File: src/rtl/scarf_capture_pkg.sv
// Shared types, register addresses and sample-width helpers for the SCARF logic capture block.
package scarf_capture_pkg;

   typedef enum logic [1:0] {
      StIdle,
      StArm,
      StCapture,
      StDone
   } capture_state_t;

   localparam logic [7:0] RegCtrl      = 8'h00;
   localparam logic [7:0] RegEndAddr0  = 8'h01;
   localparam logic [7:0] RegEndAddr1  = 8'h02;
   localparam logic [7:0] RegEndAddr2  = 8'h03;
   localparam logic [7:0] RegCfg       = 8'h04;
   localparam logic [7:0] RegTrigMask  = 8'h05;
   localparam logic [7:0] RegTrigValue = 8'h06;
   localparam logic [7:0] RegStatus    = 8'h07;
   localparam logic [7:0] RegLastAddr0 = 8'h08;
   localparam logic [7:0] RegLastAddr1 = 8'h09;
   localparam logic [7:0] RegLastAddr2 = 8'h0A;

   // Bits per sample: 1/2/4/8 for width_sel 0/1/2/3.
   function automatic logic [3:0] width_bits(input logic [1:0] width_sel);
      return 4'd1 << width_sel;
   endfunction

   function automatic logic [7:0] width_mask(input logic [1:0] width_sel);
      case (width_sel)
         2'd0:    return 8'h01;
         2'd1:    return 8'h03;
         2'd2:    return 8'h0F;
         default: return 8'hFF;
      endcase
   endfunction

endpackage

File: src/rtl/scarf_regmap_capture.sv
// SCARF slave byte protocol, configuration registers and registered read mux for the capture block.
module scarf_regmap_capture
   import scarf_capture_pkg::*;
#(
   parameter logic [6:0] SLAVE_ID = 7'd02
) (
   input  logic        clk,
   input  logic        rst_n_sync,
   input  logic [7:0]  data_in,
   input  logic        data_in_valid,
   input  logic        data_in_finished,
   input  logic [6:0]  slave_id,
   input  logic        rnw,
   output logic [7:0]  read_data_out,
   output logic        enable,
   output logic [18:0] end_addr,
   output logic [2:0]  timestep_sel,
   output logic [1:0]  width_sel,
   output logic [7:0]  trig_mask,
   output logic [7:0]  trig_value,
   input  logic        active,
   input  logic        done,
   input  logic        triggered,
   input  logic [18:0] last_addr
);

   logic        sel;
   logic        phase_q;
   logic [7:0]  ptr_q;
   logic        ctrl_q;
   logic [18:0] end_addr_q;
   logic [4:0]  cfg_q;
   logic [7:0]  mask_q;
   logic [7:0]  value_q;
   logic [7:0]  rdata_d;
   logic [7:0]  rdata_q;

   assign sel = (slave_id == SLAVE_ID);

   always_comb begin
      rdata_d = 8'h00;
      case (ptr_q)
         RegCtrl:      rdata_d = {7'd0, ctrl_q};
         RegEndAddr0:  rdata_d = end_addr_q[7:0];
         RegEndAddr1:  rdata_d = end_addr_q[15:8];
         RegEndAddr2:  rdata_d = {5'd0, end_addr_q[18:16]};
         RegCfg:       rdata_d = {3'd0, cfg_q};
         RegTrigMask:  rdata_d = mask_q;
         RegTrigValue: rdata_d = value_q;
         RegStatus:    rdata_d = {5'd0, triggered, done, active};
         RegLastAddr0: rdata_d = last_addr[7:0];
         RegLastAddr1: rdata_d = last_addr[15:8];
         RegLastAddr2: rdata_d = {5'd0, last_addr[18:16]};
         default:      rdata_d = 8'h00;
      endcase
   end

   always_ff @(posedge clk) begin
      if (!rst_n_sync) begin
         phase_q    <= 1'b0;
         ptr_q      <= 8'h00;
         ctrl_q     <= 1'b0;
         end_addr_q <= '0;
         cfg_q      <= '0;
         mask_q     <= 8'h00;
         value_q    <= 8'h00;
         rdata_q    <= 8'h00;
      end else begin
         if (sel && data_in_valid) begin
            if (!phase_q) begin
               ptr_q   <= data_in;
               phase_q <= 1'b1;
            end else begin
               if (!rnw) begin
                  case (ptr_q)
                     RegCtrl:      ctrl_q             <= data_in[0];
                     RegEndAddr0:  end_addr_q[7:0]    <= data_in;
                     RegEndAddr1:  end_addr_q[15:8]   <= data_in;
                     RegEndAddr2:  end_addr_q[18:16]  <= data_in[2:0];
                     RegCfg:       cfg_q              <= data_in[4:0];
                     RegTrigMask:  mask_q             <= data_in;
                     RegTrigValue: value_q            <= data_in;
                     default:      ;
                  endcase
               end
               ptr_q <= ptr_q + 8'd1;
            end
         end
         // End of transaction wins over a same-cycle byte: next byte is a pointer.
         if (data_in_finished) begin
            phase_q <= 1'b0;
         end
         rdata_q <= sel ? rdata_d : 8'h00;
      end
   end

   assign read_data_out = rdata_q;
   assign enable        = ctrl_q;
   assign end_addr      = end_addr_q;
   assign timestep_sel  = cfg_q[2:0];
   assign width_sel     = cfg_q[4:3];
   assign trig_mask     = mask_q;
   assign trig_value    = value_q;

endmodule

File: src/rtl/scarf_logic_capture.sv
// Logic capture top: GPIO synchroniser, trigger, sample timer, byte packer and capture FSM
// driving the SRAM write port.
module scarf_logic_capture
   import scarf_capture_pkg::*;
#(
   parameter logic [6:0] SLAVE_ID = 7'd02
) (
   input  logic        clk,
   input  logic        rst_n_sync,
   input  logic [7:0]  data_in,
   input  logic        data_in_valid,
   input  logic        data_in_finished,
   input  logic [6:0]  slave_id,
   input  logic        rnw,
   output logic [7:0]  read_data_out,
   input  logic [7:0]  gpio_cap_in,
   output logic        capture_active,
   output logic        capture_done,
   output logic [18:0] sram_addr_cap,
   output logic [7:0]  sram_wdata_cap,
   output logic        sram_we_cap
);

   logic        enable;
   logic [18:0] end_addr;
   logic [2:0]  timestep_sel;
   logic [1:0]  width_sel;
   logic [7:0]  trig_mask;
   logic [7:0]  trig_value;

   logic [7:0]  sync1_q, sync2_q;
   capture_state_t state_q, state_d;
   logic [6:0]  tmr_q, tmr_d;
   logic [7:0]  pack_q, pack_d;
   logic [3:0]  bitpos_q, bitpos_d;
   logic [18:0] addr_q, addr_d;
   logic [18:0] last_addr_q;
   logic        we_q, we_d;
   logic [7:0]  wdata_q, wdata_d;
   logic        triggered_q, triggered_d;

   logic [3:0]  width;
   logic [6:0]  tmr_reload;
   logic [7:0]  shifted;
   logic        match;
   logic        last_write;

   scarf_regmap_capture #(
      .SLAVE_ID(SLAVE_ID)
   ) u_regmap (
      .clk             (clk),
      .rst_n_sync      (rst_n_sync),
      .data_in         (data_in),
      .data_in_valid   (data_in_valid),
      .data_in_finished(data_in_finished),
      .slave_id        (slave_id),
      .rnw             (rnw),
      .read_data_out   (read_data_out),
      .enable          (enable),
      .end_addr        (end_addr),
      .timestep_sel    (timestep_sel),
      .width_sel       (width_sel),
      .trig_mask       (trig_mask),
      .trig_value      (trig_value),
      .active          (capture_active),
      .done            (capture_done),
      .triggered       (triggered_q),
      .last_addr       (last_addr_q)
   );

   assign width      = width_bits(width_sel);
   assign tmr_reload = 7'((8'd1 << timestep_sel) - 8'd1);
   assign shifted    = (sync2_q & width_mask(width_sel)) << bitpos_q;
   assign match      = (sync2_q & trig_mask) == (trig_value & trig_mask);
   assign last_write = we_q && (addr_q == end_addr);

   always_comb begin
      state_d     = state_q;
      tmr_d       = tmr_q;
      pack_d      = pack_q;
      bitpos_d    = bitpos_q;
      addr_d      = addr_q;
      triggered_d = triggered_q;
      we_d        = 1'b0;
      wdata_d     = wdata_q;

      // Post-increment after each write; the final address is held, never wrapped.
      if (we_q && !last_write) begin
         addr_d = addr_q + 19'd1;
      end

      unique case (state_q)
         StIdle: begin
            if (enable) begin
               state_d     = StArm;
               pack_d      = 8'h00;
               bitpos_d    = 4'd0;
               addr_d      = '0;
               triggered_d = 1'b0;
            end
         end
         StArm: begin
            if (!enable) begin
               state_d = StIdle;
            end else if (match) begin
               state_d     = StCapture;
               triggered_d = 1'b1;
               tmr_d       = 7'd0;
            end
         end
         StCapture: begin
            if (!enable) begin
               state_d = StIdle;
            end else if (last_write) begin
               state_d = StDone;
            end else if (tmr_q == 7'd0) begin
               tmr_d = tmr_reload;
               if (bitpos_q + width == 4'd8) begin
                  we_d     = 1'b1;
                  wdata_d  = pack_q | shifted;
                  pack_d   = 8'h00;
                  bitpos_d = 4'd0;
               end else begin
                  pack_d   = pack_q | shifted;
                  bitpos_d = bitpos_q + width;
               end
            end else begin
               tmr_d = tmr_q - 7'd1;
            end
         end
         StDone: begin
            if (!enable) begin
               state_d = StIdle;
            end
         end
         default: state_d = StIdle;
      endcase
   end

   always_ff @(posedge clk) begin
      if (!rst_n_sync) begin
         sync1_q     <= 8'h00;
         sync2_q     <= 8'h00;
         state_q     <= StIdle;
         tmr_q       <= 7'd0;
         pack_q      <= 8'h00;
         bitpos_q    <= 4'd0;
         addr_q      <= '0;
         last_addr_q <= '0;
         we_q        <= 1'b0;
         wdata_q     <= 8'h00;
         triggered_q <= 1'b0;
      end else begin
         sync1_q     <= gpio_cap_in;
         sync2_q     <= sync1_q;
         state_q     <= state_d;
         tmr_q       <= tmr_d;
         pack_q      <= pack_d;
         bitpos_q    <= bitpos_d;
         addr_q      <= addr_d;
         we_q        <= we_d;
         wdata_q     <= wdata_d;
         triggered_q <= triggered_d;
         if (we_q) begin
            last_addr_q <= addr_q;
         end
      end
   end

   assign capture_active = (state_q == StArm) || (state_q == StCapture);
   assign capture_done   = (state_q == StDone);
   assign sram_addr_cap  = addr_q;
   assign sram_wdata_cap = wdata_q;
   assign sram_we_cap    = we_q;

endmodule

File: config.mk
export PLATFORM = sky130hd
export DESIGN_NAME = scarf_logic_capture
export DESIGN_NICKNAME = d
export VERILOG_FILES = /design/src/rtl/scarf_capture_pkg.sv /design/src/rtl/scarf_regmap_capture.sv /design/src/rtl/scarf_logic_capture.sv
export SDC_FILE = /design/constraint.sdc
export NUM_CORES = 1
export LEC_CHECK = 0
export BUFFER_PORTS_ARGS = -buffer_cell sky130_fd_sc_hd__buf_2
export CORE_MARGIN = 3
export CORE_UTILIZATION = 64
export CTS_CLUSTER_DIAMETER = 100
export DETAILED_ROUTE_END_ITERATION = 16
export HOLD_SLACK_MARGIN = 0.06
export MAX_ROUTING_LAYER = met4
export PLACE_DENSITY = 0.83
export SKIP_CTS_REPAIR_TIMING = 1
export SLEW_MARGIN = 5
export SYNTH_ARGS = -nofsm -noshare
export SYNTH_HDL_FRONTEND = slang
export SYNTH_SLANG_ARGS = --single-unit
File: constraint.sdc
create_clock -name clk -period 5.8 [get_ports clk]
set_input_delay 1.16 -clock clk [delete_from_list [all_inputs] [get_ports clk]]
set_output_delay 1.16 -clock clk [all_outputs]
set_load 0.1 [all_outputs]
==> metrics.cfg <==
[yosys]
syn_inst = 853
async_flop_share_pct = 0
avgSynthCellArea_um2 = 8.53
synth_ff_type = dfxtp_1
ys_seq_area_share_pct = 39.3
ys_ff_latch = 143
syn_nets = 895
yosysWarnings = 0
netlist_area_um2 = 7280
synth_cell_types = 74
synth_edf_count = 0

[power]
ir_worst_vdd_mv = 0.268
totalPowerFinal_w = 0.00215
total_leakage_power_nw = 3.08
p_per_area_nw_per_um2 = 263

[global_route]
grt_max_degree = 47
grt_pass1_vias = 6414
grt.total_usage_pct = 31.7
grt-ovfl-total = 0
grt_pass1_wl_mm = 31.5
antenna_found_initial = 0

[sta]
relSlewSlack_pct = 23.8
fin_crit_sh_pct = 55.8
setup_violations = 0
hold_viol = 0
fin_ws_ns = 2.56
worst_pin_slew_ns = 1.14
period_minus_slack_ns = 3.24
fin_skew_ns = 0.00966
rsz0062_at_grt = no
fin_setup_tns_ns = 0
slew_viol_final = 0
maxClockFrequency_mhz = 309

[critical_path]
cp_max_fo = 21
cp_top_family = flip-flops
cp_cell_sequence = buf_2
arrival_ns = 2.08
crit_required_ns = 4.64
crit_buf_inv = 1
r2r_cells = 5
worst-setup-path-type = reg2out
r2r-start = sram_we_cap
r2r-end = bitpos_q[1]
worst_path_largest_cell_delay_ns = 1.07
end_kind = output pin
cpMaxStageDelayCell = dfxtp_1
critPathLaunchType = flip-flop
rrSetupSlack_ns = 2.68

[hold_path]
min_to = sync2_q[6]
min_path_cells = 1
holdCritStartpoint = sync1_q[6]
worstHoldPathType = reg2reg

[placement]
place_area_um2 = 7550
gp_congestion = 0.902
dpl.hpwl_mm = 13.2
dp_slack_ns = 2.33
io_buffers = 65

[floorplanning]
fp.dieH_um = 113
start_util_pct = 66.3
die_x_um = 113
core_area_um2 = 11000
die_area_um2 = 12700
pin_count = 66
core.rowCount = 38

[clock_network]
cts_buffers = 17
clockBufferDepth = 2
clockRootBuffer = clkbuf_16
cts.sinks = 143
cts_max_level = 4
clk_pin_slew_ns = 0.06
cts_tree = yes
clk_latency_ns = 0.42

[final_layout]
nets = 925
n_antenna_cell = 0
layout-drive-gt1-share_pct = 14.2
syn_to_final_growth_pct = 12.1
finalInstanceArea_um2 = 8160
layout_commonest_cell = dfxtp_1
fin_util_pct = 74.3
layout_common_cells = 143 x dfxtp_1, 101 x nand2_1, 94 x nor2_1, 65 x buf_2, 59 x mux2i_1

[drt]
postRouteAntennaNets = 0
totalWireLength_mm = 19.3
wl_per_cell_um = 18.6
vias_per_cell = 6.42
firstDrtPassIters = 5
drtIter0Drc = 774
drc = 0
vias = 6646

[outcome]
outcome = finished, final reports clean

[flow_run]
drv_cap = 0

-- layout make-up --
| type | instances | area [um2] |
|---|---|---|
| fillers | 793 | 2830 |
| clock buffers | 20 | 447 |
| repair buffers | 69 | 355 |
| flip-flops and latches | 143 | 2860 |
| multi-input cells | 631 | 4080 |
| inverters | 21 | 78.8 |
| clock inverters | 12 | 160 |
| well taps | 140 | 175 |
-- cell families after synthesis --
group | after synthesis | synth area share [%]
simple gates | 323 | 22.0
compound gates | 192 | 18.0
flops | 143 | 39.3
buf+inv | 79 | 4.64
mux | 62 | 8.73
xor+xnor | 40 | 4.81
fa+ha+maj | 14 | 2.51
-- state kept, by name (all words and copies together), names as in the netlist --
signal and cells:
u_regmap.enable 1, u_regmap.read_data_out 8, sram_wdata_cap 8, last_addr_q 19, u_regmap.trig_value 8, triggered_q 1, bitpos_q 4, u_regmap.phase_q 1
pack_q 8, tmr_q 7, sram_addr_cap 19, u_regmap.trig_mask 8, u_regmap.end_addr 19, sram_we_cap 1, u_regmap.ptr_q 8, u_regmap.cfg_q 5
state_q 2, sync1_q 8, sync2_q 8
-- synthesized netlist by cell type (4+ instances only) --
library cell  instances  area share [%]
dfxtp_1             143              39
nand2_1             101             5.2
nor2_1               94             4.8
mux2i_1              59             8.1
a21oi_1              50             3.4
clkbuf_1             41             2.1
xnor2_1              28             3.4
and2_1               22             1.9
o21ai_0              21             1.4
inv_1                20             1.0
nor3_1               18             1.2
a22oi_1              14             1.4
nand4_1              14             1.2
ha_1                 13             2.2
nand3_1              13            0.89
a31oi_1              12             1.0
and3_1               12             1.0
xor2_1               12             1.4
o22ai_1              10            0.86
a211oi_1              9            0.93
a221oi_1              9             1.1
buf_2                 9            0.62
nor2b_1               7            0.60
o21a_1                7            0.72
a22o_1                6            0.72
a31o_2                6            0.72
o21ai_1               6            0.41
a21o_1                5            0.52
and2_0                4            0.34
nand2b_1              4            0.34
nor4_1                4            0.34
o2111ai_1             4            0.48
o31ai_1               4            0.41
or3_1                 4            0.34
-- per-layer routing --
metal | track usage (%) | routed length [um]
met1 | 39.7 | 7920
met2 | 48.5 | 8960
met3 | 7.55 | 1720
met4 | 14.3 | 686
met5 | - | 0
-- worst max-delay path by stage --
| stage | start | cells after the start | slack [ns] | to |
|---|---|---|---|---|
| after floorplan | sram_addr_cap[5] | 8 | 3.01 | sram_addr_cap[17] |
| after global placement | slave_id[2] | 6 | 2.46 | u_regmap.end_addr[1] |
| after detailed placement | slave_id[2] | 6 | 2.33 | u_regmap.end_addr[4] |
| after CTS | sram_we_cap | 1 | 2.56 | sram_we_cap |
| after global routing | sram_we_cap | 5 | 2.45 | bitpos_q[1] |
| final | sram_we_cap | 1 | 2.56 | sram_we_cap |
-- metrics by stage --
stage	hold slack (ns)	cells
after detailed placement	0.419	1004
after floorplan	0.412	853
after global placement	0.415	1004
after global routing	0.442	1036
final	0.429	1036
after CTS	0.436	1036
-- power by group --
group | internal, W | total [W] | switching [W]
combinational | 0.0000151 | 0.0000492 | 0.0000341
clock | 0.000690 | 0.00111 | 0.000417
sequential | 0.000988 | 0.000991 | 0.00000369
total | 0.00169 | 0.00215 | 0.000455
(Power assumes the default switching activity.)
